--- src/rtl/uart_tx_fifo.sv ---
// Byte FIFO feeding an 8N1 UART transmitter (LSB first) with CTS flow control.
// On-chip producers push bytes; the line is sent on SERIAL_O at CLK_FREQ/BAUD clocks per bit.
module uart_tx_fifo #(
    parameter int CLK_FREQ   = 100000000,
    parameter int BAUD       = 115200,
    parameter int FIFO_DEPTH = 16
) (
    input  logic                          CLK_100_I,
    input  logic                          RST_I,
    input  logic [7:0]                    TX_DATA_I,
    input  logic                          TX_VALID_I,
    output logic                          TX_READY_O,
    input  logic                          CTS_N_I,
    output logic                          SERIAL_O,
    output logic                          BUSY_O,
    output logic [$clog2(FIFO_DEPTH):0]   FIFO_COUNT_O,
    output logic                          OVERFLOW_O
);
    localparam int DIV = CLK_FREQ / BAUD;
    localparam int AW  = $clog2(FIFO_DEPTH);
    localparam int CW  = $clog2(DIV);
    localparam logic [CW-1:0] DIV_LAST = CW'(DIV - 1);
    localparam logic [AW:0]   DEPTH    = (AW + 1)'(FIFO_DEPTH);

    typedef enum logic [1:0] {
        IDLE,
        START,
        DATA,
        STOP
    } state_t;

    logic [7:0]    mem [FIFO_DEPTH];
    logic [AW-1:0] wr_ptr;
    logic [AW-1:0] rd_ptr;
    logic [AW:0]   count;
    logic          full;
    logic          push;
    logic          pop;
    logic          overflow;

    logic          cts_meta;
    logic          cts_s;

    state_t        state;
    state_t        state_next;
    logic [CW-1:0] baud_cnt;
    logic [CW-1:0] baud_next;
    logic [2:0]    bit_idx;
    logic [2:0]    bit_next;
    logic [7:0]    shift;
    logic [7:0]    shift_next;
    logic          serial;
    logic          serial_next;
    logic          busy;
    logic          baud_done;

    assign full       = (count == DEPTH);
    assign TX_READY_O = !RST_I && !full;
    assign push       = TX_VALID_I && TX_READY_O;
    assign baud_done  = (baud_cnt == DIV_LAST);

    // Occupancy and overflow use the count from before this edge's pop, so a full FIFO drops a push even while popping.
    always_ff @(posedge CLK_100_I) begin
        if (RST_I) begin
            wr_ptr   <= '0;
            rd_ptr   <= '0;
            count    <= '0;
            overflow <= 1'b0;
        end else begin
            if (push) begin
                wr_ptr <= wr_ptr + AW'(1);
            end
            if (pop) begin
                rd_ptr <= rd_ptr + AW'(1);
            end
            case ({push, pop})
                2'b10:   count <= count + (AW + 1)'(1);
                2'b01:   count <= count - (AW + 1)'(1);
                default: count <= count;
            endcase
            if (TX_VALID_I && full) begin
                overflow <= 1'b1;
            end
        end
    end

    always_ff @(posedge CLK_100_I) begin
        if (push) begin
            mem[wr_ptr] <= TX_DATA_I;
        end
    end

    always_ff @(posedge CLK_100_I) begin
        cts_meta <= !CTS_N_I;
        cts_s    <= cts_meta;
    end

    always_ff @(posedge CLK_100_I) begin
        if (RST_I) begin
            state    <= IDLE;
            baud_cnt <= '0;
            bit_idx  <= '0;
            shift    <= '0;
            serial   <= 1'b1;
            busy     <= 1'b0;
        end else begin
            state    <= state_next;
            baud_cnt <= baud_next;
            bit_idx  <= bit_next;
            shift    <= shift_next;
            serial   <= serial_next;
            busy     <= (state_next != IDLE);
        end
    end

    // The line level for the next cycle is chosen here so SERIAL_O only moves on bit boundaries.
    always_comb begin
        state_next  = state;
        baud_next   = baud_cnt;
        bit_next    = bit_idx;
        shift_next  = shift;
        serial_next = serial;
        pop         = 1'b0;
        case (state)
            IDLE: begin
                serial_next = 1'b1;
                if ((count != '0) && cts_s) begin
                    pop         = 1'b1;
                    shift_next  = mem[rd_ptr];
                    baud_next   = '0;
                    state_next  = START;
                    serial_next = 1'b0;
                end
            end
            START: begin
                if (baud_done) begin
                    baud_next   = '0;
                    bit_next    = '0;
                    state_next  = DATA;
                    serial_next = shift[0];
                end else begin
                    baud_next = baud_cnt + CW'(1);
                end
            end
            DATA: begin
                if (baud_done) begin
                    baud_next = '0;
                    if (bit_idx == 3'd7) begin
                        state_next  = STOP;
                        serial_next = 1'b1;
                    end else begin
                        bit_next    = bit_idx + 3'd1;
                        shift_next  = {1'b0, shift[7:1]};
                        serial_next = shift[1];
                    end
                end else begin
                    baud_next = baud_cnt + CW'(1);
                end
            end
            STOP: begin
                if (baud_done) begin
                    baud_next   = '0;
                    state_next  = IDLE;
                    serial_next = 1'b1;
                end else begin
                    baud_next = baud_cnt + CW'(1);
                end
            end
            default: begin
                state_next  = IDLE;
                serial_next = 1'b1;
            end
        endcase
    end

    assign SERIAL_O     = serial;
    assign BUSY_O       = busy;
    assign FIFO_COUNT_O = count;
    assign OVERFLOW_O   = overflow;

endmodule

--- config.mk ---
export PLATFORM = sky130hd
export DESIGN_NAME = uart_tx_fifo
export DESIGN_NICKNAME = d
export VERILOG_FILES = /design/src/rtl/uart_tx_fifo.sv
export SDC_FILE = /design/constraint.sdc
export NUM_CORES = 1
export LEC_CHECK = 0
export ABC_AREA = 1
export CAP_MARGIN = 20
export CORE_MARGIN = 3
export CORE_UTILIZATION = 61
export CTS_CLUSTER_DIAMETER = 200
export CTS_CLUSTER_SIZE = 24
export DETAILED_ROUTE_END_ITERATION = 8
export GPL_ROUTABILITY_DRIVEN = 1
export PLACE_DENSITY = 0.79
export RECOVER_POWER = 25
export SYNTH_ARGS = -nofsm -noshare
export SYNTH_HDL_FRONTEND = slang
export SYNTH_SLANG_ARGS = --single-unit
--- constraint.sdc ---
create_clock -name CLK_100_I -period 2.7 [get_ports CLK_100_I]
set_clock_uncertainty 0.15 [all_clocks]
set_input_delay 0.54 -clock CLK_100_I [delete_from_list [all_inputs] [get_ports CLK_100_I]]
set_output_delay 0.54 -clock CLK_100_I [all_outputs]
set_load 0.01 [all_outputs]
Word level (Yosys, flattened, before mapping)

Memories as Yosys holds them, arrays and structs flattened. A register that Yosys moved wholly into a read port is not among the register bits.
Cells that the tools add are included.

Register bits: 41
Memory bits (writable): 128
Bits of input ports: 12
Output and inout bits: 9
Logic and storage cells: 79
Memories: 1

Add/sub/neg operators: 6
Equal/unequal tests: 13
Muxes and demuxes: 30
Reduce and logical (&&, ||, !) cells: 17

Memory list:

| name | words | bits a word | read ports | clocked after memory_dff | wr ports | RTL line | RTL |
|---|---|---|---|---|---|---|---|
| mem  | 16    | 8           | 1          | 1                        | 1        | 32       | `logic [7:0] mem [FIFO_DEPTH];` |

Operator list:

| cell                    | number |
|---|---|
| $mux W8                 | 3 |
| $mux W10                | 2 |
| $pmux W10 S2            | 1 |
| $pmux W8 S2             | 1 |
| $add A10 B1 Y10 const B | 1 |
| $eq A10 B10 Y1 const B  | 1 |
| $mux W2                 | 5 |
| $ne A2 B2 Y1 const B    | 5 |
| $pmux W5 S2             | 1 |
| $mux W1                 | 9 |
| $mux W3                 | 3 |
| $add A4 B1 Y4 const B   | 2 |
| $mux W4                 | 2 |
| $pmux W2 S4             | 1 |
| $reduce_and A4 Y1       | 2 |
| $reduce_bool A2 Y1      | 4 |
| $eq A2 B2 Y1 const B    | 3 |
| $pmux W3 S2             | 1 |
| $add A5 B1 Y5 const B   | 1 |
| $eq A5 B5 Y1 const B    | 1 |
| $reduce_bool A5 Y1      | 1 |
| $sub A5 B1 Y5 const B   | 1 |
| $eq A2 B1 Y1 const B    | 2 |
| $logic_and A1 B1 Y1     | 4 |
| 7 further kinds         | 9 |

Depth between registers and ports, before layout

Depth after elaboration: 6
Gate-level depth with buffers: 16
Gate-level depth less buffers: 15

Least setup slack after synthesis

OpenSTA, ideal clock, no wires.

Path type: register to register
From: register count[1], in the netlist FIFO_COUNT_O[1]
To: register count[4], in the netlist FIFO_COUNT_O[4]
Library setup time: 0.109 ns
Arrival time: 1.926 ns
Required time: 2.441 ns
Setup slack: 0.515 ns
Cell stages (with the launch flop): 16
Buffers on the path: 1
Clock period less this slack: 2.185 ns
Cells stage by stage: dfxtp_1 > nor2_1 > nand3_2 > nand2_2 > nor2_4 > buf_6 > ha_1 > xor2_1 > ha_1 > inv_1 > nand2_2 > nand2_1 > nand3_1 > nand3_1 > nand2_1 > inv_1

Word-level cells in the longest chain between the ends: 6
Elaborated cells between the ends (all ways): 14
Those cells by class: add/sub: 2; eq/ne: 3; mux: 3; reduce/logical: 6

RTL lines:

| element                                                  | RTL line | RTL |
|---|---|---|
| from (decl)                                              | 35       | `logic [AW:0] count;` |
| from (signal assigned)                                   | 77       | `2'b10: count <= count + (AW + 1)'(1);` |
| from (signal assigned)                                   | 78       | `2'b01: count <= count - (AW + 1)'(1);` |
| from (signal assigned)                                   | 79       | `default: count <= count;` |
| $reduce_bool A5 Y1 (*)                                   | 127      | `if ((count != '0) && cts_s) begin` |
| $logic_and A1 B1 Y1 (*)                                  | 127      |  |
| $mux W1 (*)                                              | 127      |  |
| $mux W1 (*)                                              | 124      | `case (state)` |
| named net pop                                            | 38       | `logic pop;` |
| $eq A2 B1 Y1 / $eq A2 B2 Y1 (equally long branches)      | 76       | `case ({push, pop})` |
| $pmux W5 S2 / $reduce_bool A2 Y1 (equally long branches) | --       |  |

Mark *: on every way through the listed nets, which the timed path passes. The rest lies on a longest branch.
A chain may end at the register's enable or synchronous reset.

Worst setup path in the final report

From: register count[0], in the netlist FIFO_COUNT_O[0]
To: output TX_READY_O

Word-level cells in the longest chain between the ends: 3

RTL lines:

| element             | RTL line | RTL |
|---|---|---|
| $eq A5 B5 Y1        | 57       | `assign full = (count == DEPTH);` |
| $logic_not A1 Y1    | 58       | `assign TX_READY_O = !RST_I && !full;` |
| $logic_and A1 B1 Y1 | 58       |  |
| to (decl)           | 12       | `output logic TX_READY_O,` |

Every way passes these cells.

==> impl_results.md <==
- Most instantiated cells after synthesis: edfxtp_1 (128), inv_1 (102), nand2_1 (94)
- Die X: 117 um
- WP data required: 2010 ps
- Unrepaired setup endpoints after global routing: no
- Worst EP arrival: 1800 ps
- Final core area utilization: 0.736
- Mapped cell area: 7480 sq um
- Netlist cell types: 36
- GR Util met3: 0.0554
- Antenna cells: 0
- CP max stage delay: 460 ps
- Starting Density: 0.639
- CTS root buf: clkbuf_16
- P_int: 5510 uW
- Switching Fraction: 0.302
- Setup_tns: 0 ps
- HP Class: reg2reg
- Row cnt: 39
- CP cell instances: nor2_1 -> nand3_1 -> nand2_1 -> inv_1 -> clkdlybuf4s50_1
- Post-synth EDFFs: 128
- # IOs: 21
- Final Slew Violations: 0
- Leak: 0.00324 uW
- Mapped Cells: 726
- Critical path peak fanout: 5
- Clock power frac: 0.336
- VDD IR max: 606 uV
- Multi-input logic area: 2200 sq um
- First-pass DRT Iterations: 5
- GRT busiest layer: met2
- Synth Flop Type: edfxtp_1
- Hold Path End: cts_s
- Die H: 117 um
- Flop pwr share: 0.412
- Worst Tran Pin Value: 1490 ps
- Seq cells post-synth: 173
- Hpwl dp: 10600 um
- Pin count of the biggest net entering global routing: 42
- CTS tree: yes
- Hold_sp: cts_meta
- Drt via density: 5.89
- Place WS: 40.4 ps
- Psw: 2380 uW
- Via count: 5416
- Maxcap violations: 1
- Synth area leader: edfxtp_1
- Post-route clock period utilization: 0.922
- Met1 Usage GRT: 0.330
- Clk buf depth: 2
- Status: complete, but fails checks
- Total CTS buffers: 17
- Comb power frac: 0.252
- Slew headroom: 0.00389
- Gpl congestion: 0.869
- Post-layout nets: 787
- FF-to-FF Start: FIFO_COUNT_O[2]
- Reg2reg end: FIFO_COUNT_O[4]
- Final Hold Fails: 0
- Synth Net Count: 749
- Failing checks: max-capacitance violations
- Final WS setup: 211 ps
- DRC viols: 0
- CP startpoint kind: flop
- Gr ovfl total: 0
- Most numerous cell in the Yosys netlist: edfxtp_1
- Routed len/inst: 17.9 um
- Async S/R FF share, synth: 0
- Worst hold stages: 0
- Register area share after synthesis: 0.634
- Vias in the first global route: 5244
- CP Capture Type: primary output
- Layout area overhead: 15.1%
- First-pass GRT wire length: 26600 um
- Clock-pin slew on the worst setup and hold paths: 60 ps
- Register area: 4750 sq um
- Worst setup path category: reg2out
- Final Critical Period: 2490 ps
- Met2 GRT Util: 0.439
- Die ar.: 13600 sq um
- Core box area: 11700 sq um
- WL final: 16400 um
- Synth Warn #: 0
- Share of the synthesized area in the top cell type: 0.514
- Layout cells sized above 1: 0.106
- Port Buffer Count: 20
- Initial drt markers: 584
- PwrDens: 916 nW/um^2
- Fmax: 402 MHz
- Worst-Skew Late Latency: 430 ps
- Worst r2r path cells: 14
- ANT nets after route: 0
- R2R Setup Slk: 370 ps
- # setup viols final: 0
- CTS sink cnt: 173
- Initial antenna violation count: 0
- All-layer global routing usage: 0.260
- Filler cell count: 775
- Crit path max-delay cell type: clkdlybuf4s50_1
- CTS H-tree lvls: 4
- Mean Syn Cell Area: 10.3 sq um
- Synth top area cells: edfxtp_1 (51%), dfxtp_1 (12%), inv_1 (5.1%)
-- final cells by class --
type,count,area share
timing repair buffer,51,0.0527
multi-input combinational,416,0.255
sequential,173,0.551
tap,143,0.0208
clock inverter,6,0.0180
clock buffer,26,0.0568
inverter,105,0.0457
-- routing by layer --
metal	part of all wire	routed length (um)
met5	0	0
met3	0.073	1200
met2	0.49	8120
met4	0.035	576
met1	0.40	6550
-- flip-flops by register name, summed over array words and instances (netlist names), named ones only --
| signal | cells |
|---|---|
| mem | 128 |
| baud_cnt | 10 |
| shift | 8 |
| FIFO_COUNT_O | 5 |
| rd_ptr | 4 |
| wr_ptr | 4 |
| bit_idx | 3 |
| state | 2 |
| BUSY_O | 1 |
| OVERFLOW_O | 1 |
| SERIAL_O | 1 |
| cts_meta | 1 |
| cts_s | 1 |
-- per-stage QoR --
stage	area [sq um]	hold slack, ps	power, uW	cells
2_1_floorplan	7480	160	4620	726
3_3_place_gp	7940	162	5090	884
3_5_place_dp	7940	168	5200	884
4_1_cts	8590	182	7830	916
5_1_grt	8620	197	8280	920
6_report	8620	182	7890	920
-- critical path, delay by kind of cell (launching register included) --
kind / cells / cell delay [ps]
buffers and inverters: 2 / 500
AND/OR/NAND/NOR: 3 / 510
flip-flops: 1 / 360
-- kinds of logic (layout without fill, tap and decap cells) --
group           count (synthesis)  in the layout  synth area share
compound gates                155            155             0.117
xor+xnor                        7              7           0.00819
fa+ha+maj                      11             11            0.0184
buf+inv                       137            188            0.0729
flops                         173            173             0.634
mux                             1              1           0.00134
simple gates                  242            242             0.148
-- worst max-delay path by stage --
stage	end	cells past startpoint	slack, ps	startpoint
floorplan	FIFO_COUNT_O[4]	15	520	FIFO_COUNT_O[1]
CTS	TX_READY_O	5	220	FIFO_COUNT_O[0]
detailed placement	FIFO_COUNT_O[4]	12	40	RST_I
global route	TX_READY_O	5	110	FIFO_COUNT_O[2]
finish	TX_READY_O	5	210	FIFO_COUNT_O[0]
global placement	FIFO_COUNT_O[4]	14	200	RST_I
-- what timing repair did --
action,CTS,global route
setup buffers,0,4
resized for setup,0,1
endpoints found under the setup margin,0,2
hold buffers,0,0
-- cells in the final DEF, fill, tap and decap left out, types with 2 or more instances in the layout --
master,Yosys,final
edfxtp_1,128,128
nand3_1,67,67
nand3_2,4,4
nor2_2,5,5
ha_1,11,10
dfxtp_1,45,43
inv_2,3,3
nor2_1,50,50
dlygate4sd3_1,0,7
nand2_1,94,94
o21ai_0,51,51
nand4_1,6,6
buf_4,1,28
a21oi_2,2,2
inv_1,102,102
a21oi_1,67,67
clkbuf_1,11,7
xor2_1,6,6
buf_12,0,2
nor2_4,2,2
clkdlybuf4s50_1,0,13
a211oi_1,2,2
nor3_1,4,4
clkbuf_16,0,17
nand2_2,4,4
bufinv_16,0,5
clkbuf_8,0,3
o211ai_1,30,30
-- power by group through the flow --
stage	Clock, uW	Sequential (uW)	Combinational [uW]
final	2650	3250	1980
after global placement	0	3290	1800
after global routing	2790	3290	2210
after floorplan	0	3180	1430
after CTS	2660	3250	1920
after detailed placement	0	3300	1890
No activity file was read; power rests on OpenSTA's default activity.
